<file path="src/rtl/key_event_fifo.sv">
// Key event queue: pending push/release requests are granted lowest-index first into a FIFO.
// Build option: define KEY_EVT_RELEASE_EN to queue release events as well as push events.
module key_event_fifo #(
  parameter int DEPTH = 8,
  parameter int CW    = $clog2(DEPTH) + 1
) (
  input  logic          clk,
  input  logic          clr_n,
  input  logic [4:0]    key_push,
  input  logic [4:0]    key_release,
  output logic          evt_valid,
  input  logic          evt_ready,
  output logic [3:0]    evt_data,
  output logic [CW-1:0] evt_count,
  output logic          ovf,
  input  logic          ovf_clr
);
  localparam int AW = $clog2(DEPTH);

  logic [9:0]    r_pending;
  logic [3:0]    r_mem [DEPTH];
  logic [AW-1:0] r_wr_ptr;
  logic [AW-1:0] r_rd_ptr;
  logic [CW-1:0] r_count;
  logic          r_ovf;

  logic [9:0]    w_pulse;
  logic [9:0]    w_sel;
  logic [9:0]    w_grant;
  logic [3:0]    w_code;
  logic          w_pop;
  logic          w_space;
  logic          w_wr;
  logic          w_ovf_set;

`ifdef KEY_EVT_RELEASE_EN
  assign w_pulse  = {key_release, key_push};
  assign evt_data = r_mem[r_rd_ptr];
`else
  logic w_unused_release;
  assign w_pulse          = {5'b00000, key_push};
  assign evt_data         = {1'b0, r_mem[r_rd_ptr][2:0]};
  assign w_unused_release = ^{key_release, r_mem[r_rd_ptr][3]};
`endif

  assign evt_valid = (r_count != {CW{1'b0}});
  assign evt_count = r_count;
  assign ovf       = r_ovf;

  // A full FIFO can still accept a write when the head leaves in the same cycle.
  assign w_pop     = evt_valid && evt_ready;
  assign w_space   = (r_count < CW'(DEPTH)) || w_pop;
  assign w_sel     = r_pending & (~r_pending + 10'd1);
  assign w_grant   = w_space ? w_sel : 10'd0;
  assign w_wr      = |w_grant;
  assign w_ovf_set = |(w_pulse & r_pending & ~w_grant);

  // Event code of the lowest pending bit: {release, key index}.
  always_comb begin
    w_code = 4'h0;
    case (w_sel)
      10'b0000000001: w_code = 4'h0;
      10'b0000000010: w_code = 4'h1;
      10'b0000000100: w_code = 4'h2;
      10'b0000001000: w_code = 4'h3;
      10'b0000010000: w_code = 4'h4;
      10'b0000100000: w_code = 4'h8;
      10'b0001000000: w_code = 4'h9;
      10'b0010000000: w_code = 4'hA;
      10'b0100000000: w_code = 4'hB;
      10'b1000000000: w_code = 4'hC;
      default:        w_code = 4'h0;
    endcase
  end

  // Control state: pending mask, pointers, occupancy and sticky overflow.
  always_ff @(posedge clk) begin
    if (!clr_n) begin
      r_pending <= 10'd0;
      r_wr_ptr  <= {AW{1'b0}};
      r_rd_ptr  <= {AW{1'b0}};
      r_count   <= {CW{1'b0}};
      r_ovf     <= 1'b0;
    end else begin
      r_pending <= (r_pending & ~w_grant) | w_pulse;
      if (w_wr) begin
        r_wr_ptr <= r_wr_ptr + AW'(1);
      end
      if (w_pop) begin
        r_rd_ptr <= r_rd_ptr + AW'(1);
      end
      case ({w_wr, w_pop})
        2'b10:   r_count <= r_count + CW'(1);
        2'b01:   r_count <= r_count - CW'(1);
        default: r_count <= r_count;
      endcase
      if (w_ovf_set) begin
        r_ovf <= 1'b1;
      end else if (ovf_clr) begin
        r_ovf <= 1'b0;
      end
    end
  end

  // Event storage; contents are meaningful only between the pointers.
  always_ff @(posedge clk) begin
    if (clr_n && w_wr) begin
      r_mem[r_wr_ptr] <= w_code;
    end
  end

endmodule

</file>
<file path="config.mk">
export PLATFORM = sky130hd
export DESIGN_NAME = key_event_fifo
export DESIGN_NICKNAME = d
export VERILOG_FILES = /design/src/rtl/key_event_fifo.sv
export SDC_FILE = /design/constraint.sdc
export NUM_CORES = 1
export LEC_CHECK = 0
export BUFFER_PORTS_ARGS = -buffer_cell sky130_fd_sc_hd__clkbuf_2
export CAP_MARGIN = 20
export CORE_UTILIZATION = 55
export DETAILED_ROUTE_END_ITERATION = 10
export GPL_TIMING_DRIVEN = 0
export PLACE_DENSITY = 0.78
export SKIP_LAST_GASP = 1
export SYNTH_ARGS = -nofsm -noshare
export SYNTH_HDL_FRONTEND = slang
export SYNTH_SLANG_ARGS = --single-unit
</file>
<file path="constraint.sdc">
create_clock -name clk -period 3.6 [get_ports clk]
set_input_delay 0.36 -clock clk [delete_from_list [all_inputs] [get_ports clk]]
set_output_delay 0.36 -clock clk [all_outputs]
set_load 0.02 [all_outputs]
</file>
==> results.py <==
metrics = {
    "run_status": {
        "status": "complete, no violations",
    },
    "cells_and_area": {
        "n_fill_cell": 293,
        "fin_cells": 267,
        "drive_gt1_share_pct": 18.7,
        "area_delta_synth_final_pct": 11.7,
        "finalNetCount": 236,
        "post-route-util_pct": 66.0,
        "antenna_cells": 0,
        "final_cell_mix": "dfxtp_1, edfxtp_1, clkbuf_2",
    },
    "critical_path": {
        "cpLargestDelayFamily": "simple AND/OR/NAND/NOR gates",
        "slowest_stage": "nor4_1",
        "cp_num_buf_inv": 2,
        "worstSetupStartpoint": "r_pending[6]",
        "critPathArrivalTime_ns": 3.32,
        "cpPeakStageDelay_ns": 0.65,
        "worstPathMaxFanout": 10,
        "cp_data_required_time_ns": 3.78,
        "path_common_cell": "ha_1",
        "r2r_start": "r_pending[6]",
        "crit_path_end_kind": "flip-flop",
        "crit_type": "flip-flop to flip-flop",
        "critPathLaunchType": "flip-flop",
        "cp_cell_sequence": "nor4_1 > a31oi_1 > inv_2 > ha_1 > buf_4 > xor2_1 > ha_1 > and4b_1 > o21ai_0 > or4b_1",
    },
    "timing": {
        "worst_slew_pin_slew_ns": 1.01,
        "max_slew_margin_pct": 32.1,
        "setup_tns_ns": 0,
        "fin_crit_sh_pct": 87.1,
        "hold_viol_final": 0,
        "whs_ns": 0.281,
        "period_needed_ns": 3.14,
        "skew_ns": 0.00678,
        "rsz0062_at_grt": "no",
        "finalSetupViolCount": 0,
        "slew_violations": 0,
        "fmax_mhz": 319,
    },
    "detailed_routing": {
        "drt-initial-drc-count": 99,
        "top_layer": "met4",
        "vias": 1561,
        "routed_wl_um": 4290,
        "wl_met3_um": 211,
        "antenna_left": 0,
        "avgViaCountPerCell": 5.85,
        "first_pass_iters": 4,
        "drc": 0,
        "met1Wirelength_um": 1850,
        "met2_length_um": 2200,
        "wire_per_inst_um": 16.1,
    },
    "clock_network": {
        "root_buffer": "clkbuf_8",
        "numCtsBuffers": 5,
        "cts.path.max_buffers": 2,
        "clock_latency_ns": 0.31,
        "htree_levels": 2,
        "cts.sinks": 48,
        "cts_resized": 0,
        "cts.clk_slew.worst_paths_ns": 0.09,
        "cts_tree": "yes",
        "hold_buffers": 0,
        "cts_setup_buffers": 0,
    },
    "placed_design": {
        "dp_cells": 259,
        "hpwl_um": 3090,
        "io_buffer_count": 17,
        "place_congestion": 0.819,
    },
    "yosys": {
        "syn-cell-area_mm2": 0.00223,
        "async_flop_share_pct": 0,
        "ys_types": 51,
        "syn_inst": 194,
        "synth-main-ff-cell": "edfxtp_1",
        "synth_area_leaders": "edfxtp_1, dfxtp_1, mux4_2",
        "synth_nets": 212,
        "synth-edff-count": 24,
        "seq_area_frac_synth_pct": 53.9,
        "yosysWarnings": 0,
        "syn_area_per_cell_um2": 11.5,
        "ys_ff_latch": 48,
        "synth_top_area_cell": "edfxtp_1",
        "synth_top_cell_area_share_pct": 32.3,
    },
    "floorplan": {
        "start_util_pct": 59.1,
        "core-area_mm2": 0.00377,
        "dieWidth_um": 65.7,
        "die_y_um": 65.7,
        "core.rowCount": 22,
        "io_pins": 24,
        "dieArea_mm2": 0.00431,
    },
    "min_path": {
        "min-delay-path-class": "input pin to flip-flop",
        "min-delay-start": "key_push[1]",
    },
    "pwr": {
        "p_switching_mw": 0.523,
        "p_leak_nw": 0.929,
        "p_per_area_mw_per_mm2": 642,
        "ir_drop_uv": 434,
        "internal_power_mw": 1.08,
        "p_seq_share_pct": 43.7,
        "pwr-share-clk_pct": 24.6,
        "combPwrFrac_pct": 31.6,
        "p_sw_share_pct": 32.7,
    },
    "global_route": {
        "grt_use_total_pct": 22.9,
        "grt_max_degree": 17,
        "grt_pass1_vias": 1508,
        "grt_pass1_wl_um": 7170,
        "antenna_found_initial": 0,
        "grt-ovfl-total": 0,
    },
    "job": {
        "maxCapViolCount": 0,
    },
}
## power by group through the flow
stage,Sequential (mW),Clock [mW],Combinational [mW]
finish,0.699,0.393,0.506
global route,0.711,0.426,0.554
CTS,0.699,0.400,0.510
detailed placement,0.711,0,0.505
global placement,0.705,0,0.487
floorplan,0.718,0,0.370
## registers in the layout, summed over array words and instances, names as in the netlist, named ones only
name,flops
r_wr_ptr,3
ovf,1
evt_count,4
r_mem,24
r_rd_ptr,3
r_pending,10
## final cells by class
class,count,area (µm²),area share [%]
Buffer,12,60.1,2.41
Clock buffer,5,68.8,2.76
Clock inverter,3,46.3,1.86
Inverter,7,26.3,1.06
Multi-Input combinational cell,127,942,37.8
Sequential cell,48,1200,48.2
Tap cell,48,60.1,2.41
Timing Repair Buffer,17,85.1,3.42
## per-stage QoR
step	cell area [µm²]	power [mW]	setup WS [ns]
2_1_floorplan	2230	1.09	0.837
3_3_place_gp	2370	1.19	0.618
3_5_place_dp	2370	1.22	0.526
4_1_cts	2490	1.61	0.495
5_1_grt	2490	1.69	0.312
6_report	2490	1.60	0.464
## per-layer routing
layer / track usage, % / up-vias
li1: - / 774
met1: 27.3 / 738
met2: 39.3 / 45
met3: 6.25 / 4
met4: 7.88 / 0
met5: 0 / -
## final timing paths
kind | cells past startpoint | to | slack (ns)
min reg2reg | 2 | r_pending[9] | 0.47
max | 10 | evt_count[2] | 0.46
min | 2 | r_pending[1] | 0.28
max reg2reg | 10 | evt_count[2] | 0.46
## cells in the mapped netlist, types with 2 or more instances
| cell | count |
|---|---|
| nor4bb_1 | 2 |
| inv_1 | 6 |
| o21ai_0 | 3 |
| nand3_1 | 9 |
| xnor2_1 | 4 |
| nor2_1 | 10 |
| buf_4 | 2 |
| nor3_1 | 4 |
| o21a_1 | 4 |
| nor4_1 | 5 |
| a22oi_1 | 2 |
| mux2i_1 | 2 |
| o31ai_1 | 2 |
| nand2b_1 | 2 |
| dfxtp_1 | 24 |
| ha_1 | 4 |
| nand4_1 | 2 |
| a21oi_1 | 7 |
| and2_1 | 5 |
| nand2_1 | 15 |
| a31oi_1 | 4 |
| o211ai_1 | 2 |
| mux4_2 | 6 |
| nor2b_1 | 6 |
| a21boi_0 | 3 |
| edfxtp_1 | 24 |
| mux2_2 | 3 |
| clkbuf_1 | 9 |
## logic make-up (layout without fill, tap and decap cells)
logic type	count (synthesis)	count (layout)	synth area share, %
AND/OR/NAND/NOR	72	72	19.0
multiplexers	11	11	8.47
flip-flops	48	48	53.9
adder cells (fa/ha/maj)	4	4	2.24
other	1	1	0.168
XOR/XNOR	5	5	1.96
AO/OA/AOI/OAI	34	34	10.4
buffers and inverters	19	44	3.87
Note: power is estimated with default switching activity, not from simulation.
